### src/rtl/sync_fifo_param_pkg.sv
// Shared constants for the parameterised synchronous FIFO: default geometry
// and the read-mode selectors used by the FWFT parameter.
package sync_fifo_param_pkg;

    localparam int DEFAULT_DATA_WIDTH = 32;
    localparam int DEFAULT_ADDR_WIDTH = 4;

    localparam int FWFT_OFF = 0;
    localparam int FWFT_ON  = 1;

endpackage

### src/rtl/sync_fifo_ram.sv
// Simple dual-port storage: synchronous write, registered read gated by rd_en.
// No reset; the output register holds its value while rd_en is low.
module sync_fifo_ram #(
    parameter int DATA_WIDTH = 32,
    parameter int ADDR_WIDTH = 4
) (
    input  logic                  clk,
    input  logic                  wr_en,
    input  logic [ADDR_WIDTH-1:0] wr_addr,
    input  logic [DATA_WIDTH-1:0] wr_data,
    input  logic                  rd_en,
    input  logic [ADDR_WIDTH-1:0] rd_addr,
    output logic [DATA_WIDTH-1:0] rd_data
);

    logic [DATA_WIDTH-1:0] mem [0:(1 << ADDR_WIDTH)-1];
    logic [DATA_WIDTH-1:0] rd_data_q;

    // A read and write to the same address in one cycle returns the old word,
    // which is what a pop from a full FIFO with a concurrent push needs.
    always_ff @(posedge clk) begin
        if (wr_en) begin
            mem[wr_addr] <= wr_data;
        end
        if (rd_en) begin
            rd_data_q <= mem[rd_addr];
        end
    end

    assign rd_data = rd_data_q;

endmodule

### src/rtl/sync_fifo_param.sv
// Synchronous FIFO with wrap-bit pointers, threshold flags, sticky error flags
// and a choice of registered-read or first-word-fall-through output.
module sync_fifo_param
    import sync_fifo_param_pkg::*;
#(
    parameter int DATA_WIDTH = DEFAULT_DATA_WIDTH,
    parameter int ADDR_WIDTH = DEFAULT_ADDR_WIDTH,
    parameter int AF_LEVEL   = (1 << ADDR_WIDTH) - 2,
    parameter int AE_LEVEL   = 2,
    parameter int FWFT       = FWFT_OFF
) (
    input  logic                  clk,
    input  logic                  rst,
    input  logic                  write_enable,
    input  logic [DATA_WIDTH-1:0] write_data,
    input  logic                  read_req,
    input  logic                  clear_err,
    output logic [DATA_WIDTH-1:0] read_data,
    output logic                  rdata_valid,
    output logic                  fifo_empty,
    output logic                  fifo_full,
    output logic                  almost_empty,
    output logic                  almost_full,
    output logic [ADDR_WIDTH:0]   fill_count,
    output logic                  overflow,
    output logic                  underflow
);

    localparam logic [ADDR_WIDTH:0] AF_LVL  = (ADDR_WIDTH+1)'(AF_LEVEL);
    localparam logic [ADDR_WIDTH:0] AE_LVL  = (ADDR_WIDTH+1)'(AE_LEVEL);
    localparam logic [ADDR_WIDTH:0] PTR_ONE = {{ADDR_WIDTH{1'b0}}, 1'b1};

    logic [ADDR_WIDTH:0]   wr_ptr_q, wr_ptr_d;
    logic [ADDR_WIDTH:0]   rd_ptr_q, rd_ptr_d;
    logic                  ovf_q, ovf_d;
    logic                  unf_q, unf_d;
    logic                  out_valid_q, out_valid_d;
    logic                  seen_q, seen_d;

    logic                  mem_empty, mem_full, mem_pop, push_ok, consume, pop_err;
    logic                  head_valid;
    logic [ADDR_WIDTH:0]   mem_count;
    logic [DATA_WIDTH-1:0] ram_rdata;

    // out_valid_q is the one-cycle read pulse in registered mode and the
    // head-occupied bit in FWFT mode; the RAM output register holds the head word.
    always_comb begin
        mem_empty = (wr_ptr_q == rd_ptr_q);
        mem_full  = (wr_ptr_q[ADDR_WIDTH-1:0] == rd_ptr_q[ADDR_WIDTH-1:0]) &&
                    (wr_ptr_q[ADDR_WIDTH] != rd_ptr_q[ADDR_WIDTH]);
        mem_count = wr_ptr_q - rd_ptr_q;

        if (FWFT == FWFT_ON) begin
            consume     = read_req && out_valid_q;
            mem_pop     = !mem_empty && (!out_valid_q || consume);
            pop_err     = read_req && !out_valid_q;
            out_valid_d = mem_pop || (out_valid_q && !consume);
        end else begin
            mem_pop     = read_req && !mem_empty;
            consume     = mem_pop;
            pop_err     = read_req && mem_empty;
            out_valid_d = mem_pop;
        end

        push_ok  = write_enable && (!mem_full || mem_pop);
        wr_ptr_d = push_ok ? wr_ptr_q + PTR_ONE : wr_ptr_q;
        rd_ptr_d = mem_pop ? rd_ptr_q + PTR_ONE : rd_ptr_q;
        seen_d   = seen_q || mem_pop;

        // A new error in the same cycle as clear_err keeps the flag set.
        ovf_d = (write_enable && !push_ok) ? 1'b1 : (clear_err ? 1'b0 : ovf_q);
        unf_d = pop_err ? 1'b1 : (clear_err ? 1'b0 : unf_q);
    end

    always_ff @(posedge clk or negedge rst) begin
        if (!rst) begin
            wr_ptr_q    <= '0;
            rd_ptr_q    <= '0;
            ovf_q       <= 1'b0;
            unf_q       <= 1'b0;
            out_valid_q <= 1'b0;
            seen_q      <= 1'b0;
        end else begin
            wr_ptr_q    <= wr_ptr_d;
            rd_ptr_q    <= rd_ptr_d;
            ovf_q       <= ovf_d;
            unf_q       <= unf_d;
            out_valid_q <= out_valid_d;
            seen_q      <= seen_d;
        end
    end

    sync_fifo_ram #(
        .DATA_WIDTH (DATA_WIDTH),
        .ADDR_WIDTH (ADDR_WIDTH)
    ) u_ram (
        .clk     (clk),
        .wr_en   (push_ok),
        .wr_addr (wr_ptr_q[ADDR_WIDTH-1:0]),
        .wr_data (write_data),
        .rd_en   (mem_pop),
        .rd_addr (rd_ptr_q[ADDR_WIDTH-1:0]),
        .rd_data (ram_rdata)
    );

    // seen_q masks the unreset RAM output register until the first pop after reset.
    assign head_valid   = (FWFT == FWFT_ON) ? out_valid_q : 1'b0;
    assign fill_count   = mem_count + {{ADDR_WIDTH{1'b0}}, head_valid};
    assign fifo_empty   = (FWFT == FWFT_ON) ? !out_valid_q : mem_empty;
    assign fifo_full    = mem_full;
    assign almost_full  = (fill_count >= AF_LVL);
    assign almost_empty = (fill_count <= AE_LVL);
    assign read_data    = seen_q ? ram_rdata : '0;
    assign rdata_valid  = out_valid_q;
    assign overflow     = ovf_q;
    assign underflow    = unf_q;

endmodule

### config.mk
export PLATFORM = sky130hd
export DESIGN_NAME = sync_fifo_param
export DESIGN_NICKNAME = d
export VERILOG_FILES = /design/src/rtl/sync_fifo_param_pkg.sv /design/src/rtl/sync_fifo_ram.sv /design/src/rtl/sync_fifo_param.sv
export SDC_FILE = /design/constraint.sdc
export NUM_CORES = 1
export LEC_CHECK = 0
export ABC_AREA = 1
export ABC_CLOCK_PERIOD_IN_PS = 8400
export CAP_MARGIN = 20
export CORE_MARGIN = 2
export CORE_UTILIZATION = 30
export DETAILED_ROUTE_END_ITERATION = 10
export PLACE_DENSITY = 0.56
export SLEW_MARGIN = 40
export SYNTH_ARGS = -nofsm -noshare
export SYNTH_HDL_FRONTEND = slang
export SYNTH_SLANG_ARGS = --single-unit
### constraint.sdc
create_clock -name clk -period 8.4 [get_ports clk]
set_input_delay 1.68 -clock clk [delete_from_list [all_inputs] [get_ports clk]]
set_output_delay 1.68 -clock clk [all_outputs]
set_load 0.05 [all_outputs]
* After elaboration in Yosys (flattened, before gate mapping) *
Memories as Yosys holds them, arrays and structs flattened. A register that Yosys moved wholly into a read port is not among the register bits.
Cells that the tools add are included.

storage, ports and cells
  register bits after elaboration = 14
  memory bits (writable) = 512
  bits of input ports = 37
  logic and storage cells = 33
  memories = 1

operators by class
  add/subtract/negate cells = 3
  $lt $le $gt $ge = 2
  equal/unequal tests = 3
  multiplexer cells = 6
  reductions and logical operators = 12

memories
  name       words  width  rd ports  clocked after Yosys merged registers in  wr ports  RTL line             RTL
  u_ram.mem  16     32     1         1                                        1         sync_fifo_ram.sv:16  logic [DATA_WIDTH-1:0] mem [0:(1 << ADDR_WIDTH)-1];

operators by type and width
  cell                 number
  $mux 32              1
  $add 5x1->5 const B  2
  $eq 5x5->1           1
  $ge 5x4->1 const B   1
  $le 5x2->1 const B   1
  $logic_and 1x1->1    5
  $mux 1               5
  $sub 5x5->5          1
  $eq 4x4->1           1
  $reduce_bool 2->1    2
  $logic_not 1->1      3
  $logic_or 1x1->1     2
  $ne 1x1->1           1

* Depth between registers and ports, before layout *
  word-level depth = 8
  mapped depth = 12
  depth with buffers taken out = 10

* By module *
From an unflattened synthesis, not the netlist that was laid out.

unflattened totals
  cells, all modules = 2,312
  area total of the unflattened synthesis = 24,243.3 sq um

by module, submodules not included
  module           times used  cells each  area each (sq um)  sequential area each (sq um)
  sync_fifo_ram    1           2,120       23,050.9           16,335.7
  sync_fifo_param  1           192         1,192.4            350.3

* Worst setup path before layout *
Ideal clock, no wire load.

  path type = reg-to-output
  start = register rd_ptr_q[2]
  end = output almost_full
  data arrival time = 3.337 ns
  setup slack = 3.383 ns
  cell stages (with the launch flop) = 8
  buffers on the path = 2
  cell sequence = dfrtp_1 > buf_2 > inv_1 > buf_1 > ha_1 > xor2_1 > nand2_1 > o21ai_0

on the way
  cells in the longest elaborated chain, start to end = 2

RTL lines
  item                      RTL line                RTL
  start: declaration        sync_fifo_param.sv:34   logic [ADDR_WIDTH:0] rd_ptr_q, rd_ptr_d;
  start signal: assignment  sync_fifo_param.sv:85   rd_ptr_q <= rd_ptr_d;
  $sub 5x5->5               sync_fifo_param.sv:51   mem_count = wr_ptr_q - rd_ptr_q;
  named net fill_count[2]   sync_fifo_param.sv:24   output logic [ADDR_WIDTH:0] fill_count,
  $ge 5x4->1                sync_fifo_param.sv:111  assign almost_full = (fill_count >= AF_LVL);
  end: declaration          sync_fifo_param.sv:23   output logic almost_full,

The timed path passes the listed nets, and every way through them passes these cells.

* Worst setup path after layout *
  start = register rd_ptr_q[0]
  end = output almost_full

on the way
  cells in the longest elaborated chain, start to end = 2

RTL lines
  item         RTL line
  $sub 5x5->5  sync_fifo_param.sv:51
  $ge 5x4->1   sync_fifo_param.sv:111

No other way between the ends.

==> qor.yml <==
drcViolationCount: 0
cp-start-kind: "register"
skew_ns: 0.0215
hold_end: "overflow"
postSynthCellCount: 2439
synthTopCellsByArea: "edfxtp_1 67%, nand2_1 13%, inv_1 8.1%"
yosys.area.top_type: "edfxtp_1"
ant_nets: 0
hold_viol: 0
ctsLongestPathBuffers: 3
hold_buffers: 0
min_from: "overflow"
htree_levels: 2
reg2reg_setup_slack_ns: 4.93
hold_depth: 2
synth_nets: 2486
status: "completed"
yosysTopAreaCellShare_pct: 66.8
grt_max_degree: 181
drt_iter0_drc: 1097
setup_viol: 0
grt_overflow: 0
ys_ff_latch: 558
antenna_found_initial: 0
insertion_delay_ns: 0.61
path_max_fanout: 60
p_leak_nw: 12.4
post_cts_buffers: 0
instances_no_fill: 3606
cts.sinks: 558
ir_drop_mv: 0.210
worst_ep_arrival_time_ns: 3.58
synth-seq-area-share_pct: 68.3
port_buffers: 80
cp_top_family: "flip-flops"
crit_chain: "ha_1 > inv_1 > fa_1 > xor2_1 > nand2_1 > o21ai_0 > clkdlybuf4s50_1"
syn_area_per_cell_um2: 10.0
wl_per_cell_um: 16.3
max_stage_delay_ns: 0.97
core_um2: 80500
worst-setup-path-type: "register to output port"
cp.depth: 7
r2r_start: "rd_ptr_q[0]"
ys_types: 23
final_layout_size_suffix_gt1_share_pct: 5.82
grt_pass1_vias: 14895
dr.pass1.iters: 5
clkSlewWorstSetupHoldPaths_ns: 0.06
hold_class: "register to register"
fillers: 7940
pin_count: 81
hpwl_mm: 32.9
start_util_pct: 30.3
maxSlewViolCount: 0
nNetsFinal: 2546
grt_usage_pct: 14.1
tns_ns: 0
worst_r2r_endpoint: "u_ram.mem[14][29]"
row_count: 104
slowest_stage: "dfrtp_4"
max_freq_mhz: 190
crit_buf_inv: 2
worstMarginPinSlew_ns: 0.826
place_congestion: 0.765
dp.cells: 3499
cts_tree: "yes"
drv_cap: 0
die_area_um2: 83800
root_buffer: "clkbuf_16"
end_kind: "output port"
reg2regPathDepth: 7
die_height_um: 289
vias: 15547
ys_warn_count: 0
synth.cell_area_um2: 24400
viasPerCell: 4.31
wl_mm: 58.9
area_delta_synth_final_pct: 16.7
cp.required_ns: 6.72
cts_made_buffers: 57
grt_setup_unrepaired: "no"
max-slew-margin-rel_pct: 44.6
finalCriticalPeriod_ns: 5.26
fin_crit_sh_pct: 62.6
grt_pass1_wl_mm: 90.2
cts_resized: 0
power_density_nw_per_um2: 340
die_w_um: 289
-- cells by family (layout without fill, tap and decap cells) --
logic type | after synthesis | after routing | share of synthesized area (%)
flip-flops | 558 | 558 | 68.3
XOR/XNOR | 9 | 9 | 0.323
AND/OR/NAND/NOR | 1214 | 1214 | 20.4
AO/OA/AOI/OAI | 6 | 6 | 0.128
adder cells (fa/ha/maj) | 10 | 10 | 0.543
buffers and inverters | 642 | 748 | 10.3
other | 0 | 1 | 0
-- cell usage after synthesis --
master,n
xor2_1,6
nor2_1,24
or2_1,1
edfxtp_1,544
inv_1,530
buf_1,8
inv_2,3
ha_1,9
buf_2,76
nand3_1,332
nand2_2,2
nand3b_1,2
xnor2_1,3
clkbuf_1,23
buf_6,1
nand2_1,852
a21oi_1,2
fa_1,1
nand3_2,1
o21ai_0,3
buf_4,1
o22ai_1,1
dfrtp_1,14
-- power breakdown --
part / switching (W) / internal [W]
clock: 0.00106 / 0.00162
sequential: 0.000179 / 0.00343
combinational: 0.00242 / 0.000981
-- per-layer routing --
layer	up-vias	track usage (%)	routed length [µm]
li1	7771	-	-
met1	7387	18.9	26300
met2	314	24.1	28700
met3	75	2.12	2580
met4	0	3.67	1260
met5	-	0	0
-- worst register-to-register path, delay by kind of cell, from the launching register on --
| kind | cells | cell delay, ns |
|---|---|---|
| adder cells (fa/ha/maj) | 1 | 0.39 |
| buffers and inverters | 1 | 0.50 |
| AND/OR/NAND/NOR | 5 | 1.24 |
| flip-flops | 1 | 0.97 |
-- layout by cell type, fill, tap and decap left out, types with 10 or more instances in the layout --
cell	instances
nand2_1	852
edfxtp_1	544
inv_1	527
nand3_1	332
clkdlybuf4s50_1	80
clkbuf_16	59
buf_4	23
nor2_4	17
clkbuf_1	11
bufinv_16	10
dfrtp_1	10
-- state kept, by name, summed over array words and instances (netlist names) --
register / flops
seen_q: 1
rdata_valid: 1
u_ram.rd_data: 32
overflow: 1
u_ram.mem: 512
wr_ptr_q: 5
rd_ptr_q: 5
underflow: 1
-- layout make-up --
class / count / area, µm² / area share, %
antenna: 1 / 2.50 / 0.00877
clock buffer: 73 / 1560 / 5.47
clock inverter: 32 / 432 / 1.51
inverter: 533 / 2020 / 7.08
multi-input combinational: 1239 / 5370 / 18.8
sequential: 558 / 16700 / 58.6
tap: 1060 / 1330 / 4.65
timing repair buffer: 110 / 1110 / 3.90
-- per-stage QoR --
step | area (µm²) | total power, W | worst slack, ns | hold WS (ns) | utilization (%)
4_1_cts | 28500 | 0.00981 | 3.08 | 0.532 | 35.4
3_3_place_gp | 26400 | 0.00709 | 3.70 | 0.513 | 32.8
2_1_floorplan | 24400 | 0.00595 | 3.38 | 0.491 | -
5_1_grt | 28500 | 0.0103 | 2.93 | 0.571 | 35.4
3_5_place_dp | 26500 | 0.00712 | 3.74 | 0.514 | 32.9
6_report | 28500 | 0.00969 | 3.14 | 0.532 | 35.4
-- how the worst max path moves through the flow --
stage           startpoint           end  slack (ns)
6_report       rd_ptr_q[0]   almost_full        3.14
5_1_grt        rd_ptr_q[0]   almost_full        2.93
4_1_cts        rd_ptr_q[0]   almost_full        3.08
3_5_place_dp   rd_ptr_q[0]   almost_full        3.74
3_3_place_gp   rd_ptr_q[0]  almost_empty        3.70
2_1_floorplan  rd_ptr_q[2]   almost_full        3.38
No activity file was read; power rests on OpenSTA's default activity.
